==> config.mk <==
export PLATFORM = sky130hd
export DESIGN_NAME = serial_adder
export DESIGN_NICKNAME = d
export VERILOG_FILES = /design/src/rtl/serial_adder_pkg.sv /design/src/rtl/fa_bit_cell.sv /design/src/rtl/serial_adder.sv
export SDC_FILE = /design/constraint.sdc
export NUM_CORES = 1
export LEC_CHECK = 0
export ABC_AREA = 1
export CAP_MARGIN = 20
export CORE_MARGIN = 2
export CORE_UTILIZATION = 54
export CTS_BUF_LIST = sky130_fd_sc_hd__clkbuf_8
export DETAILED_ROUTE_END_ITERATION = 12
export PLACE_DENSITY = 0.9
export REMOVE_ABC_BUFFERS = 1
export SLEW_MARGIN = 10
export SYNTH_ARGS = -nofsm -noshare
export SYNTH_HDL_FRONTEND = slang
export SYNTH_SLANG_ARGS = --single-unit
export TNS_END_PERCENT = 1
==> constraint.sdc <==
create_clock -name clk -period 2 [get_ports clk]
set_clock_uncertainty 0.15 [all_clocks]
set_input_delay 0.2 -clock clk [delete_from_list [all_inputs] [get_ports clk]]
set_output_delay 0.2 -clock clk [all_outputs]
set_load 0.01 [all_outputs]
==> src/rtl/serial_adder_pkg.sv <==
// Shared definitions for the bit-serial adder: FSM state encoding and the
// legal operand-width range.
package serial_adder_pkg;

    typedef enum logic [1:0] {
        S_IDLE = 2'd0,
        S_ADD  = 2'd1,
        S_DONE = 2'd2
    } state_t;

    localparam int WIDTH_MIN = 2;
    localparam int WIDTH_MAX = 32;

    function automatic bit width_ok(input int w);
        return (w >= WIDTH_MIN) && (w <= WIDTH_MAX);
    endfunction

endpackage

==> src/rtl/fa_bit_cell.sv <==
// One-bit full adder built from two half adders.
// Latency: combinational. Backpressure: none.
// The two partial carries can never both be set.
module fa_bit_cell (
    input  logic a,
    input  logic b,
    input  logic cin,
    output logic sum,
    output logic cout
);

    logic h1_sum;
    logic h1_carry;
    logic h2_carry;

    assign h1_sum   = a ^ b;
    assign h1_carry = a & b;
    assign sum      = h1_sum ^ cin;
    assign h2_carry = h1_sum & cin;
    assign cout     = h1_carry | h2_carry;

endmodule

==> src/rtl/serial_adder.sv <==
// Bit-serial WIDTH-bit adder: one full-adder cell plus a carry flop, LSB first.
// Latency: WIDTH+1 cycles from accepted start to done; one result per WIDTH+2 cycles.
// Backpressure: start is only sampled in IDLE; requests while busy are dropped.
module serial_adder
    import serial_adder_pkg::*;
#(
    parameter int WIDTH = 8
) (
    input  logic             clk,
    input  logic             rst_n,
    input  logic             start,
    input  logic [WIDTH-1:0] a_in,
    input  logic [WIDTH-1:0] b_in,
    input  logic             carry_in,
    output logic             busy,
    output logic             done,
    output logic [WIDTH-1:0] sum_out,
    output logic             carry_out
);

    localparam int CNT_W = $clog2(WIDTH);

    if (!width_ok(WIDTH)) begin : g_width_check
        $error("serial_adder: WIDTH out of range");
    end

    state_t           state;
    state_t           state_nxt;
    logic [WIDTH-1:0] a_sh;
    logic [WIDTH-1:0] b_sh;
    logic [WIDTH-1:0] s_sh;
    logic [WIDTH-1:0] s_next;
    logic [CNT_W-1:0] cnt;
    logic             c;
    logic             s;
    logic             co;
    logic             last;

    fa_bit_cell u_fa (
        .a    (a_sh[0]),
        .b    (b_sh[0]),
        .cin  (c),
        .sum  (s),
        .cout (co)
    );

    assign last   = (cnt == CNT_W'(WIDTH - 1));
    // New sum bit enters at the MSB; after WIDTH shifts bit 0 sits at the LSB.
    assign s_next = WIDTH'({s, s_sh} >> 1);

    always_ff @(posedge clk or negedge rst_n) begin
        if (!rst_n) begin
            state <= S_IDLE;
        end else begin
            state <= state_nxt;
        end
    end

    always_comb begin
        state_nxt = state;
        case (state)
            S_IDLE:  if (start) state_nxt = S_ADD;
            S_ADD:   if (last)  state_nxt = S_DONE;
            S_DONE:  state_nxt = S_IDLE;
            default: state_nxt = S_IDLE;
        endcase
    end

    always_ff @(posedge clk or negedge rst_n) begin
        if (!rst_n) begin
            a_sh      <= '0;
            b_sh      <= '0;
            s_sh      <= '0;
            c         <= 1'b0;
            cnt       <= '0;
            sum_out   <= '0;
            carry_out <= 1'b0;
        end else begin
            case (state)
                S_IDLE: begin
                    if (start) begin
                        a_sh <= a_in;
                        b_sh <= b_in;
                        c    <= carry_in;
                        cnt  <= '0;
                        s_sh <= '0;
                    end
                end
                S_ADD: begin
                    c <= co;
                    if (last) begin
                        sum_out   <= s_next;
                        carry_out <= co;
                    end else begin
                        s_sh <= s_next;
                        a_sh <= a_sh >> 1;
                        b_sh <= b_sh >> 1;
                        cnt  <= cnt + CNT_W'(1);
                    end
                end
                default: ;
            endcase
        end
    end

    assign busy = (state != S_IDLE);
    assign done = (state == S_DONE);

endmodule
==> impl_metrics.json, run 1 <==
{
  "worstSkewPairLatency_ns": 0.29,
  "yosysSeqAreaShare": 0.525,
  "grt_pass1_wl_um": 5960,
  "die_w_um": 61.9,
  "drv_cap": 0,
  "crit_chain": "inv_2 -> nor2_1 -> clkdlybuf4s50_1",
  "setup_viol": 0,
  "min_path_type": "primary input to async pin",
  "core_um2": 3280,
  "clkSinkCount": 38,
  "syn2layout_area_growth_pct": 25.8,
  "num_antenna_cells": 0,
  "worst_pin_slew_ns": 0.314,
  "vias": 1566,
  "avgViaCountPerCell": 5.22,
  "hold_violations": 0,
  "cts_setup_buffers": 0,
  "netlist_instances": 220,
  "drive_gt1_frac": 0.102,
  "synth_xor_area_frac": 0,
  "post-synth-top-area-cell": "dfrtp_1",
  "reg2reg_depth": 7,
  "synth.cell_area_um2": 1810,
  "synth.ff_latch_count": 38,
  "cts_tree": "built",
  "netlist.area_leader.share": 0.525,
  "cts_hold_buf": 1,
  "die_area_um2": 3830,
  "grt_overflow": 0,
  "start_util": 0.551,
  "grt.met1_usage": 0.284,
  "yosys.area_share.simple": 0.389,
  "grtUsageTotal": 0.214,
  "portBuffers": 30,
  "syn_area_per_cell_um2": 8.23,
  "synth_warnings": 0,
  "crit_type": "flop to output port",
  "wl_per_cell_um": 12.0,
  "slowest_delay_ns": 0.55,
  "synth_area_leaders": "dfrtp_1 (53%), nand2_1 (21%), nand3_1 (12%)",
  "fillers": 266,
  "synth_top_family_by_area": "simple AND/OR/NAND/NOR gates",
  "drv_slew": 0,
  "htreeDepth": 2,
  "root_buffer": "clkbuf_8",
  "cp-end-kind": "output port",
  "rsz0062_at_grt": "false",
  "layout_min_cycle_time_ns": 1.90,
  "critPathSlowestCell": "clkdlybuf4s50_1",
  "nets": 276,
  "finalWeightedCongestion": 0.782,
  "grt_use_met2": 0.331,
  "synthAdderAreaFrac": 0.0249,
  "drtAntennaViolNets": 0,
  "grt_max_degree": 39,
  "crit_fanout": 15,
  "final.setup.tns_ns": 0,
  "synth_compound_area_frac": 0.00760,
  "pin_count": 31,
  "drtIter0Drc": 83,
  "powerDensity_nw_per_um2": 1520,
  "first_pass_iters": 4,
  "fmax_ghz": 0.526,
  "cp-start-kind": "flop",
  "grt_busiest_layer": "met2",
  "status": "finished clean",
  "total_power_w": 0.00347,
  "clk_path_buf_depth": 2,
  "rows": 21,
  "use_met3": 0.0538,
  "antenna_found_initial": 0,
  "yosysUniqueCellTypes": 20,
  "die-height_um": 61.9,
  "hold_ws_ns": 0.252,
  "muxShareOfSynthArea": 0,
  "numCtsBuffers": 5,
  "grt_pass1_vias": 1405,
  "drc": 0,
  "final.period_utilization": 0.950,
  "post_cts_resize_count": 0,
  "critPathRequiredTime_ns": 1.65,
  "p_leak_nw": 1.20,
  "peakVddDrop_mv": 0.660,
  "clk_pin_slew_ns": 0.07,
  "dp_hpwl_um": 2500,
  "cp.arrival_ns": 1.55,
  "relSlewSlack": 0.790,
  "drt_wl_total_um": 3590
}
## state kept, by name, summed over array words and instances, names as in the netlist
name	count
a_sh	8
b_sh	8
sum_out	8
s_sh	7
cnt	3
state	2
c	1
carry_out	1
## layout make-up
type                            count  area [µm²]  share of cell area
Clock buffer                        8         110              0.0483
Sequential cell                    38         951               0.417
Inverter                            7        26.3              0.0115
Timing Repair Buffer               38         370               0.163
Multi-Input combinational cell    163         763               0.335
Tap cell                           46        57.6              0.0253
## metrics by stage
stage | cell area (µm²) | setup WS (ns) | cells | util
floorplan | 1740 | 0.329 | 208 | -
global placement | 2160 | 0.357 | 291 | 0.657
detailed placement | 2160 | 0.303 | 291 | 0.657
CTS | 2280 | 0.0891 | 300 | 0.694
global route | 2280 | 0.000153 | 300 | 0.694
finish | 2280 | 0.0992 | 300 | 0.694
## cells in the mapped netlist
library cell / n
inv_2: 3
fa_1: 1
nand2_1: 99
nand2_4: 2
dfrtp_1: 38
o21ai_0: 1
nor2_2: 2
o21ai_2: 1
ha_1: 2
inv_1: 3
buf_1: 1
nand3_4: 1
nand2_2: 1
nand4_1: 9
buf_6: 1
clkinv_1: 1
buf_2: 8
nand3_1: 42
nor2_1: 2
buf_4: 2
## per-layer routing
| layer | routed length (µm) | vias up |
|---|---|---|
| li1 | - | 777 |
| met1 | 1650 | 738 |
| met2 | 1710 | 46 |
| met3 | 179 | 5 |
| met4 | 53 | 0 |
| met5 | 0 | - |
## final timing paths
check / start / end / slack [ns]
max in group asynchronous: rst_n / a_sh[7] / 1.26
worst min-delay path: rst_n / b_sh[4] / 0.25
worst min register to register: sum_out[6] / sum_out[6] / 0.33
worst max register to register: cnt[0] / cnt[2] / 0.30
min in group clk: a_in[7] / a_sh[7] / 0.30
worst max-delay path: state[1] / done / 0.1
## kinds of logic (layout without fill, tap and decap cells)
logic type / Yosys count / after routing
AND/OR/NAND/NOR: 158 / 158
flip-flops: 38 / 38
buffers and inverters: 19 / 53
adder cells (fa/ha/maj): 3 / 3
AO/OA/AOI/OAI: 2 / 2
## power breakdown
part / internal [W] / switching [W]
logic: 0.000655 / 0.000885
registers: 0.00111 / 0.000218
clock network: 0.000348 / 0.000247
## cell usage in the layout, fill, tap and decap left out, types with 2 or more instances in the layout
cell,synthesis,routed
nand2_1,99,99
nand3_1,42,42
dfrtp_1,38,38
clkdlybuf4s50_1,0,29
nand4_1,9,9
clkbuf_8,0,8
buf_4,2,6
inv_1,3,3
inv_2,3,3
nor2_2,2,2
nor2_1,2,2
nand2_4,2,2
ha_1,2,2
## critical path: cells and delay by family (launching register included)
family	cells	cell delay, ns
DFF	1	0.41
buffers and inverters	2	0.70
and+or+nand+nor	1	0.15
Power figures use the tool's default switching activity.
==> run 2, diff against run 1 <==
--- a/config.mk
+++ b/config.mk
@@ -13,6 +13,7 @@
 export DETAILED_ROUTE_END_ITERATION = 12
 export PLACE_DENSITY = 0.9
 export REMOVE_ABC_BUFFERS = 1
+export SKIP_CTS_REPAIR_TIMING = 1
 export SLEW_MARGIN = 10
 export SYNTH_ARGS = -nofsm -noshare
 export SYNTH_HDL_FRONTEND = slang
==> results of run 2 <==
Final layout, timing and power as in run 1 (identical DEF).
==> run 3, diff against run 2 <==
--- a/config.mk
+++ b/config.mk
@@ -10,6 +10,7 @@
 export CORE_MARGIN = 2
 export CORE_UTILIZATION = 54
 export CTS_BUF_LIST = sky130_fd_sc_hd__clkbuf_8
+export CTS_CLUSTER_SIZE = 25
 export DETAILED_ROUTE_END_ITERATION = 12
 export PLACE_DENSITY = 0.9
 export REMOVE_ABC_BUFFERS = 1
==> results of run 3 <==
Final layout, timing and power as in run 1 (identical DEF).
